File: config.mk
export PLATFORM = sky130hd
export DESIGN_NAME = uart_tx_arbiter
export DESIGN_NICKNAME = d
export VERILOG_FILES = /design/src/rtl/uart_tx_arbiter.sv
export SDC_FILE = /design/constraint.sdc
export NUM_CORES = 1
export LEC_CHECK = 0
export CAP_MARGIN = 20
export CORE_AREA = 2 2 58 60
export CTS_CLUSTER_DIAMETER = 100
export DETAILED_ROUTE_END_ITERATION = 12
export DIE_AREA = 0 0 60 62
export PLACE_DENSITY = 0.94
export REMOVE_ABC_BUFFERS = 1
export SYNTH_ARGS = -nofsm -noshare
export SYNTH_HDL_FRONTEND = slang
export SYNTH_SLANG_ARGS = --single-unit
File: constraint.sdc
create_clock -name clock -period 2.97 [get_ports clock]
set_clock_uncertainty 0.2 [all_clocks]
set_input_delay 0.594 -clock clock [delete_from_list [all_inputs] [get_ports clock]]
set_output_delay 0.594 -clock clock [all_outputs]
set_load 0.01 [all_outputs]
File: src/rtl/uart_tx_arbiter.sv
// Round-robin, message-granular arbiter that shares one UART transmit byte path
// among NUM_REQUESTERS byte sources, with revocation of grants that stall too long.
module uart_tx_arbiter #(
    parameter int NUM_REQUESTERS       = 4,
    parameter int STALL_TIMEOUT_CYCLES = 1024
) (
    input  logic                          clock,
    input  logic                          reset_n,
    input  logic [NUM_REQUESTERS-1:0]     req_valid,
    input  logic [8*NUM_REQUESTERS-1:0]   req_data,
    input  logic [NUM_REQUESTERS-1:0]     req_last,
    output logic [NUM_REQUESTERS-1:0]     req_ready,
    output logic [NUM_REQUESTERS-1:0]     grant,
    output logic                          tx_valid,
    output logic [7:0]                    tx_data,
    input  logic                          tx_ready,
    output logic                          timeout_pulse
);

    localparam int IDX_W = $clog2(NUM_REQUESTERS);
    localparam int CNT_W = $clog2(STALL_TIMEOUT_CYCLES);
    localparam logic [CNT_W-1:0]          STALL_MAX    = CNT_W'(STALL_TIMEOUT_CYCLES - 1);
    localparam logic [IDX_W-1:0]          PTR_RESET    = IDX_W'(NUM_REQUESTERS - 1);
    localparam logic [NUM_REQUESTERS-1:0] ONE_HOT_BASE = NUM_REQUESTERS'(1);

    typedef enum logic [0:0] {
        ST_IDLE    = 1'b0,
        ST_GRANTED = 1'b1
    } state_t;

    state_t                       state_r;
    logic [NUM_REQUESTERS-1:0]    grant_r;
    logic [IDX_W-1:0]             gidx_r;
    logic [IDX_W-1:0]             ptr_r;
    logic [CNT_W-1:0]             stall_cnt_r;
    logic                         timeout_pulse_r;

    logic [IDX_W-1:0]             pick_s;
    logic                         any_valid_s;
    logic                         gvalid_s;
    logic                         glast_s;
    logic                         xfer_s;
    logic [7:0]                   tx_data_s;

    // First asserted requester searching upward from ptr+1 with wrap; smallest offset wins.
    function automatic logic [IDX_W-1:0] rr_pick(
        input logic [NUM_REQUESTERS-1:0] valid,
        input logic [IDX_W-1:0]          ptr
    );
        logic [IDX_W-1:0] pick;
        logic [IDX_W-1:0] idx_l;
        int               idx;
        pick = ptr;
        for (int off = NUM_REQUESTERS; off >= 1; off--) begin
            idx   = (int'(ptr) + off) % NUM_REQUESTERS;
            idx_l = IDX_W'(idx);
            pick  = valid[idx_l] ? idx_l : pick;
        end
        return pick;
    endfunction

    // Selection, granted-requester qualifiers and the transmit data mux
    always_comb begin
        pick_s      = rr_pick(req_valid, ptr_r);
        any_valid_s = |req_valid;
        gvalid_s    = |(req_valid & grant_r);
        glast_s     = |(req_last & grant_r);
        xfer_s      = gvalid_s & tx_ready;
        tx_data_s   = 8'h00;
        for (int i = 0; i < NUM_REQUESTERS; i++) begin
            tx_data_s = tx_data_s | (req_data[8*i +: 8] & {8{grant_r[i]}});
        end
    end

    // Arbitration FSM: grant, priority pointer, stall counter and timeout pulse
    always_ff @(posedge clock or negedge reset_n) begin
        if (!reset_n) begin
            state_r         <= ST_IDLE;
            grant_r         <= '0;
            gidx_r          <= '0;
            ptr_r           <= PTR_RESET;
            stall_cnt_r     <= '0;
            timeout_pulse_r <= 1'b0;
        end else begin
            timeout_pulse_r <= 1'b0;
            case (state_r)
                ST_IDLE: begin
                    if (any_valid_s) begin
                        state_r     <= ST_GRANTED;
                        grant_r     <= ONE_HOT_BASE << pick_s;
                        gidx_r      <= pick_s;
                        stall_cnt_r <= '0;
                    end else begin
                        state_r <= ST_IDLE;
                        grant_r <= '0;
                    end
                end
                ST_GRANTED: begin
                    if (xfer_s) begin
                        stall_cnt_r <= '0;
                        if (glast_s) begin
                            state_r <= ST_IDLE;
                            grant_r <= '0;
                            ptr_r   <= gidx_r;
                        end else begin
                            state_r <= ST_GRANTED;
                        end
                    end else if (!gvalid_s) begin
                        // Requester went quiet mid-message: count it, revoke once the budget is spent
                        if (stall_cnt_r == STALL_MAX) begin
                            state_r         <= ST_IDLE;
                            grant_r         <= '0;
                            ptr_r           <= gidx_r;
                            stall_cnt_r     <= '0;
                            timeout_pulse_r <= 1'b1;
                        end else begin
                            stall_cnt_r <= stall_cnt_r + CNT_W'(1);
                        end
                    end else begin
                        stall_cnt_r <= stall_cnt_r;
                    end
                end
                default: begin
                    state_r     <= ST_IDLE;
                    grant_r     <= '0;
                    stall_cnt_r <= '0;
                end
            endcase
        end
    end

    assign grant         = grant_r;
    assign req_ready     = grant_r & {NUM_REQUESTERS{tx_ready}};
    assign tx_valid      = gvalid_s;
    assign tx_data       = tx_data_s;
    assign timeout_pulse = timeout_pulse_r;

endmodule
# Word level (Yosys, flattened, before mapping)

Cells that the tools add are included.

Register bits after elaboration: 20
Input bits: 43
Output and inout bits: 18
Word-level logic and storage cells: 80

Bitwise gates (word level): 12
Mux-type cells: 37
Add/sub/neg operators: 5
Reduce and logical (&&, ||, !) cells: 8
Eq/ne operators: 7
$lt $le $gt $ge: 4
Shift operators: 1

Operators with widths:

| kind                                                  | number |
|---|---|
| 2-to-1 mux 10 bit                                     | 4 |
| bitwise AND 8 bit                                     | 4 |
| OR 8 bit                                              | 3 |
| 2-to-1 mux 4 bit                                      | 5 |
| one-hot mux 10 bit (2 select lines)                   | 1 |
| 2-to-1 mux 2 bit                                      | 8 |
| 2-to-1 mux 1 bit                                      | 13 |
| bitwise AND 4 bit                                     | 3 |
| < comparator 2 x 3 -> 1 bit, second input constant    | 4 |
| OR reduction 4 bit                                    | 3 |
| adder 10 x 1 -> 10 bit, second input constant         | 1 |
| == test 10 bit, second input constant                 | 1 |
| binary-select mux 1 bit (select 2 bit)                | 4 |
| one-hot mux 4 bit (2 select lines)                    | 1 |
| adder 2 x 1 -> 2 bit, second input constant           | 2 |
| adder 2 bit, second input constant                    | 2 |
| inequality test 2 bit, second input constant          | 2 |
| AND reduction 2 bit                                   | 2 |
| AND reduction 4 bit                                   | 1 |
| left shift 1 x 2 -> 4 bit, first input constant       | 1 |
| inequality test 3 x 1 -> 1 bit, second input constant | 1 |
| inequality test 3 x 2 -> 1 bit, second input constant | 1 |
| inequality test 3 bit, second input constant          | 1 |
| AND reduction 3 bit                                   | 1 |
| 5 further kinds                                       | 5 |

# Depth between registers and ports, before layout

Gate-level depths: netlist (run 1).

Depth after elaboration: 10
Mapped depth: 5
Mapped depth without buffers: 5

# Worst setup path before layout (run 1)

Ideal clock, no wire load.

Path type: input-to-reg
Start: input req_valid[0]
End: register stall_cnt_r[8]
Cell stages on the path: 4
Arrival: 1.610 ns
Library setup time: 0.123 ns
Setup slack: 1.037 ns
Path buffers: 0
Required time: 2.647 ns
Path through: or4_4 o21ai_2 nor3_1 o221a_2

Longest elaborated chain between the ends: 5
Elaborated cells on any way between the ends: 9
Classes of those cells: eq/ne: 2; mux: 2; bitwise: 2; reduce/logical: 3

Ends and longest elaborated chain:

| element                                                                    | RTL line | text |
|---|---|---|
| start: declaration                                                         | 9        | `input logic [NUM_REQUESTERS-1:0] req_valid,` |
| bitwise AND 4 bit                                                          | 66       | `gvalid_s = \|(req_valid & grant_r);` |
| OR reduction 4 bit                                                         | 66       |  |
| bitwise AND 1 bit                                                          | 68       | `xfer_s = gvalid_s & tx_ready;` |
| 2-to-1 mux 10 bit or inequality test 3 x 2 -> 1 bit (tied branches)        | n/a      |  |
| one-hot mux 10 bit (2 select lines) or AND reduction 2 bit (tied branches) | n/a      |  |
| end signal: assignment                                                     | 117      | `stall_cnt_r <= stall_cnt_r + CNT_W'(1);` |
| end signal: assignment                                                     | 120      | `stall_cnt_r <= stall_cnt_r;` |
| end: declaration                                                           | 35       | `logic [CNT_W-1:0] stall_cnt_r;` |

Parallel ways exist; a longest one is shown, timed or not.
A chain may end at the register's enable or synchronous reset.

# Worst setup path in the final report (run 1)

Start: input req_valid[0]
End: output tx_valid

Longest elaborated chain between the ends: 2

Ends and longest elaborated chain:

| element            | RTL line | text |
|---|---|---|
| bitwise AND 4 bit  | 66       |  |
| OR reduction 4 bit | 66       |  |
| end: declaration   | 14       | `output logic tx_valid,` |

Every way passes these cells.

==> flow_summary.ini, run 1 <==
[sta]
post-route-period-util = 0.9666
report.final.slew_viol_count = 0
finalSetupViolCount = 0
setup-tns-final_ps = 0
finalHoldViolCount = 0
grt_setup_unrepaired = no
period_minus_slack_ps = 2871
slew_headroom = 0.4069
holdWs_ps = 283.6
worst_pin_slew_ps = 886.9
max_freq_ghz = 0.3484

[placed_design]
portBuffers = 60
hpwlAfterDp_mm = 3.010
gp_congestion = 0.9054

[worst_setup_path]
crit_chain = clkdlybuf4s50_1 -> a22oi_4 -> and2_1 -> inv_1 -> clkdlybuf4s50_1
cp_common_cell = clkdlybuf4s50_1
crit_path_start_kind = input pin
worstPathMaxFanout = 3
cpMaxStageDelayCell = clkdlybuf4s50_1
cp_data_required_time_ps = 2180
slowest_delay_ps = 540
critPathArrivalTime_ps = 2080
reg2regPathDepth = 5
worstSetupEndpointType = output pin
path_class = in2out

[synth]
netlist_area_um2 = 1359
async_reset_ff_frac = 1.000
synth.distinct_cells = 41
synth-warning-count = 0
syn_inst = 146
dominantRegCellSynth = dfrtp_1
yosysSeqAreaShare = 0.3702
synth_seq_cells = 20
synth-edff-count = 0
avgSynthCellArea_um2 = 9.307

[cts]
clk_latency_ps = 300
cts_made_buffers = 3
postCtsHoldBufs = 0
clockRootBuffer = clkbuf_4
clk_path_buf_depth = 2
post_cts_resized = 0
clock-sinks = 20
cts_tree = yes
cts.clk_slew.worst_paths_ps = 100
cts_setup_buffers = 0
htreeDepth = 1

[finish]
final_cell_mix = clkdlybuf4s50_1, a22oi_1, dfrtp_1, nand2_1, a21oi_1
nNetsFinal = 257
num_antenna_cells = 0
fillers = 254
area_growth_pct = 52.49
utilization = 0.6517
final_common_cell = clkdlybuf4s50_1
layout-drive-gt1-share = 0.1132

[drt]
wl_per_cell_um = 15.19
drt_first_pass_iters = 4
viasPerCell = 5.690
ant_nets = 0
drtIter0Drc = 73
drc = 0
vias = 1468
totalWireLength_mm = 3.920

[die]
die_area_um2 = 3720
coreArea_um2 = 3179
die_h_um = 62
rows = 21
die_width_um = 60
io_pins = 61
initial_core_util = 0.4274

[grt]
grt_pass1_vias = 1321
grt-ovfl-total = 0
track_usage = 0.2071
grt_max_degree = 21
grt_pass1_wl_mm = 5.837
antenna_found_initial = 0

[worst_hold_path]
hp-class = reg2reg
hold_depth = 1

[power]
finalPower_mw = 1.585
p_leak_nw = 0.8593
p_per_area_nw_per_um2 = 764.8
peakVddDrop_mv = 0.3211

[flow_run]
cap_violations = 0

[outcome]
status = completed
## logic make-up (layout without fill, tap and decap cells)
group,after synthesis,after routing,synth area share
flip-flops,20,20,0.3702
AND/OR/NAND/NOR,50,50,0.1998
buffers and inverters,11,77,0.03683
AO/OA/AOI/OAI,59,59,0.3435
adder cells (fa/ha/maj),1,1,0.009207
multiplexers,5,5,0.04051
## state kept, by name (all words and copies together), names as in the netlist
signal and cells:
gidx_r 2, grant 4, ptr_r 2, stall_cnt_r 10, state_r 1, timeout_pulse 1
## where the power goes
group	internal [mW]	total, mW	switching (mW)
Sequential	0.362	0.510	0.148
Clock	0.0524	0.136	0.0831
Combinational	0.512	0.939	0.427
## Yosys cell counts, types with 2 or more instances
cell type   n  area share
a22oi_1    20        0.11
dfrtp_1    18        0.33
nand2_1    15       0.041
a21oi_1    10       0.037
and2_1      7       0.032
o21ai_0     6       0.022
inv_1       5       0.014
nand3_1     5       0.018
nor2_1      5       0.014
clkbuf_1    4       0.011
mux2_2      4       0.033
o31ai_1     4       0.022
or4_1       4       0.022
or3_1       3       0.014
a221o_1     2       0.015
a22o_1      2       0.013
a22oi_4     2       0.031
and3_1      2      0.0092
and4_1      2       0.013
dfstp_2     2       0.039
nor2b_1     2      0.0092
o22ai_1     2      0.0092
o32ai_1     2       0.013
## final timing paths
| path | to | slack [ps] | from |
|---|---|---|---|
| max | tx_valid | 100 | req_valid[0] |
| min | gidx_r[1] | 280 | gidx_r[1] |
| max reg2reg | ptr_r[0] | 770 | grant[1] |
| min reg2reg | gidx_r[1] | 280 | gidx_r[1] |
| max in group asynchronous | grant[0] | 1440 | reset_n |
| min in group asynchronous | stall_cnt_r[5] | 580 | reset_n |
## per-layer routing
layer	GRT usage	share of wire	up-vias	wire length (µm)
li1	-	-	709	-
met1	0.2438	0.40	670	1574
met2	0.3696	0.48	80	1865
met3	0.03727	0.097	9	379
met4	0.09206	0.026	0	100
met5	0	0	-	0
## worst max-delay path, delay by kind of cell
family          cells  cell delay [ps]
compound gates      1               90
buf+inv             3             1180
simple gates        1              210
## per-stage QoR
step / instances / setup WS [ps] / instance area [µm²]
floorplan: 140 / 1025 / 1328
global placement: 254 / 116.2 / 2046
finish: 258 / 99.32 / 2072
CTS: 258 / 90.04 / 2072
detailed placement: 254 / 94.12 / 2046
global route: 258 / 46.12 / 2072
## final cells by class
class,instances,area (µm²),area share
clock buffer,4,26.28,0.01268
sequential,20,503.0,0.2428
inverter,5,18.77,0.009058
tap,46,57.56,0.02778
multi-input combinational,115,805.8,0.3889
timing repair buffer,68,660.6,0.3188
No activity file was read; power rests on OpenSTA's default activity.
==> inputs of run 2 (changes only) <==
==> constraint.sdc (replaced) <==
create_clock -name clock -period 2.97 [get_ports clock]
set_clock_uncertainty 0.2 [all_clocks]
set_input_delay 0.4455 -clock clock [delete_from_list [all_inputs] [get_ports clock]]
set_output_delay 0.4455 -clock clock [all_outputs]
set_load 0.01 [all_outputs]
==> flow_summary.ini, run 2 (synthesis results as in run 1) <==
[outcome]
status = completed

[grt]
grt-busiest-layer = met2
use_met2 = 0.3571
grt_pass1_wl_mm = 5.513
antenna_found_initial = 0
met3_usage = 0.04348
grt-ovfl-total = 0
grt_max_degree = 21
grt_pass1_vias = 1314
track_usage = 0.1967
use_met1 = 0.2088

[cts]
clk_latency_ps = 310
clock-sinks = 20
post_cts_resized = 0
cts_setup_buffers = 0
cts_made_buffers = 3
clk_path_buf_depth = 2
cts.clk_slew.worst_paths_ps = 100
cts_tree = yes
postCtsHoldBufs = 0
htreeDepth = 1
clockRootBuffer = clkbuf_4

[drt]
drc = 0
vias = 1439
totalWireLength_mm = 3.737
drtIter0Drc = 65
viasPerCell = 5.733
drt_first_pass_iters = 4
wl_per_cell_um = 14.89
ant_nets = 0

[sta]
finalHoldViolCount = 0
post-route-period-util = 0.8992
period_minus_slack_ps = 2671
setup-tns-final_ps = 0
max_freq_ghz = 0.3745
fin_ws_ps = 299.5
holdWs_ps = 283.7
worst_pin_slew_ps = 845.1
slew_headroom = 0.4349
finalSetupViolCount = 0
report.final.slew_viol_count = 0
grt_setup_unrepaired = no

[worst_setup_path]
reg2regPathDepth = 4
crit_chain = clkdlybuf4s50_1 -> a22oi_4 -> and2_1 -> inv_1 -> clkdlybuf4s50_1
r2r-start = grant[2]
path_class = in2out
crit_family = buffers and inverters
cp_common_cell = clkdlybuf4s50_1
worstPathMaxFanout = 7
cp_num_buf_inv = 3
critPathCapture = tx_valid
cpMaxStageDelayCell = clkdlybuf4s50_1
slowest_delay_ps = 510
crit_cells = 5
worstSetupEndpointType = output pin
critPathArrivalTime_ps = 2030
r2r_slack_ps = 820
crit_path_start = req_valid[2]
r2r-end = ptr_r[1]
cp_data_required_time_ps = 2320
crit_path_start_kind = input pin

[finish]
fillers = 270
multi_input_area_um2 = 805.8
largest_register_ffs = 10
fin_cells = 251
final_cell_mix = clkdlybuf4s50_1, a22oi_1, dfrtp_1, nand2_1, a21oi_1
nNetsFinal = 250
num_antenna_cells = 0
regArea_um2 = 503.0
layout-drive-gt1-share = 0.08293
final_common_cell = clkdlybuf4s50_1
top_register = stall_cnt_r
area_growth_pct = 48.62

[flow_run]
cap_violations = 0

[placed_design]
gp_congestion = 0.9348
place_inst = 247
hpwlAfterDp_mm = 2.872
portBuffers = 60
place_ws_ps = 296.4

[die]
io_pins = 61
coreArea_um2 = 3179
die_area_um2 = 3720
die_width_um = 60
rows = 21
initial_core_util = 0.4274
die_h_um = 62

[power]
p_per_area_nw_per_um2 = 766.4
peakVddDrop_mv = 0.3720
p_leak_nw = 0.8261

[worst_hold_path]
hp-class = reg2reg
## run 2: changes by cell type in the layout (fill, tap and decap cells not counted)
cell / previous run / this run
buf_4: 8 / 1
## run 2: layout make-up
cell class | count | area share
inverters | 5 | 0.009294
well taps | 46 | 0.02850
clock buffers | 4 | 0.01301
flip-flops and latches | 20 | 0.2491
repair buffers | 61 | 0.3011
multi-input cells | 115 | 0.3990
## run 2: worst reg2reg max path, stage by stage (launching register included)
cell and delay, ps:
dfrtp_1 660, a22oi_4 190, a221o_1 380, o22ai_1 280, mux2_2 370
## run 2: per-stage QoR
step	util	cell area, µm²	power (mW)
final	0.6352	2019	1.548
after global routing	0.6352	2019	1.666
after CTS	0.6352	2019	1.550
after detailed placement	0.6269	1993	1.416
after global placement	0.6269	1993	1.391
after floorplan	-	1328	0.9815
## run 2: worst min-delay path by stage
stage              start  slack (ps)  cells after the start        end
6_report       gidx_r[1]         280                      1  gidx_r[1]
5_1_grt        gidx_r[1]         320                      1  gidx_r[1]
4_1_cts        gidx_r[1]         290                      1  gidx_r[1]
3_5_place_dp   gidx_r[1]         260                      1  gidx_r[1]
3_3_place_gp   gidx_r[1]         260                      1  gidx_r[1]
2_1_floorplan    reset_n         -50                      0  gidx_r[0]
## run 2: per-layer routing
layer / up-vias / part of all wire
li1: 691 / -
met1: 686 / 0.42
met2: 53 / 0.47
met3: 9 / 0.092
met4: 0 / 0.026
met5: - / 0
## run 2: power by group
| group | switching (mW) | leakage [nW] | internal, mW |
|---|---|---|---|
| Sequential | 0.162 | 0.257 | 0.362 |
| Clock | 0.0847 | 0.0150 | 0.0525 |
| Combinational | 0.398 | 0.554 | 0.488 |
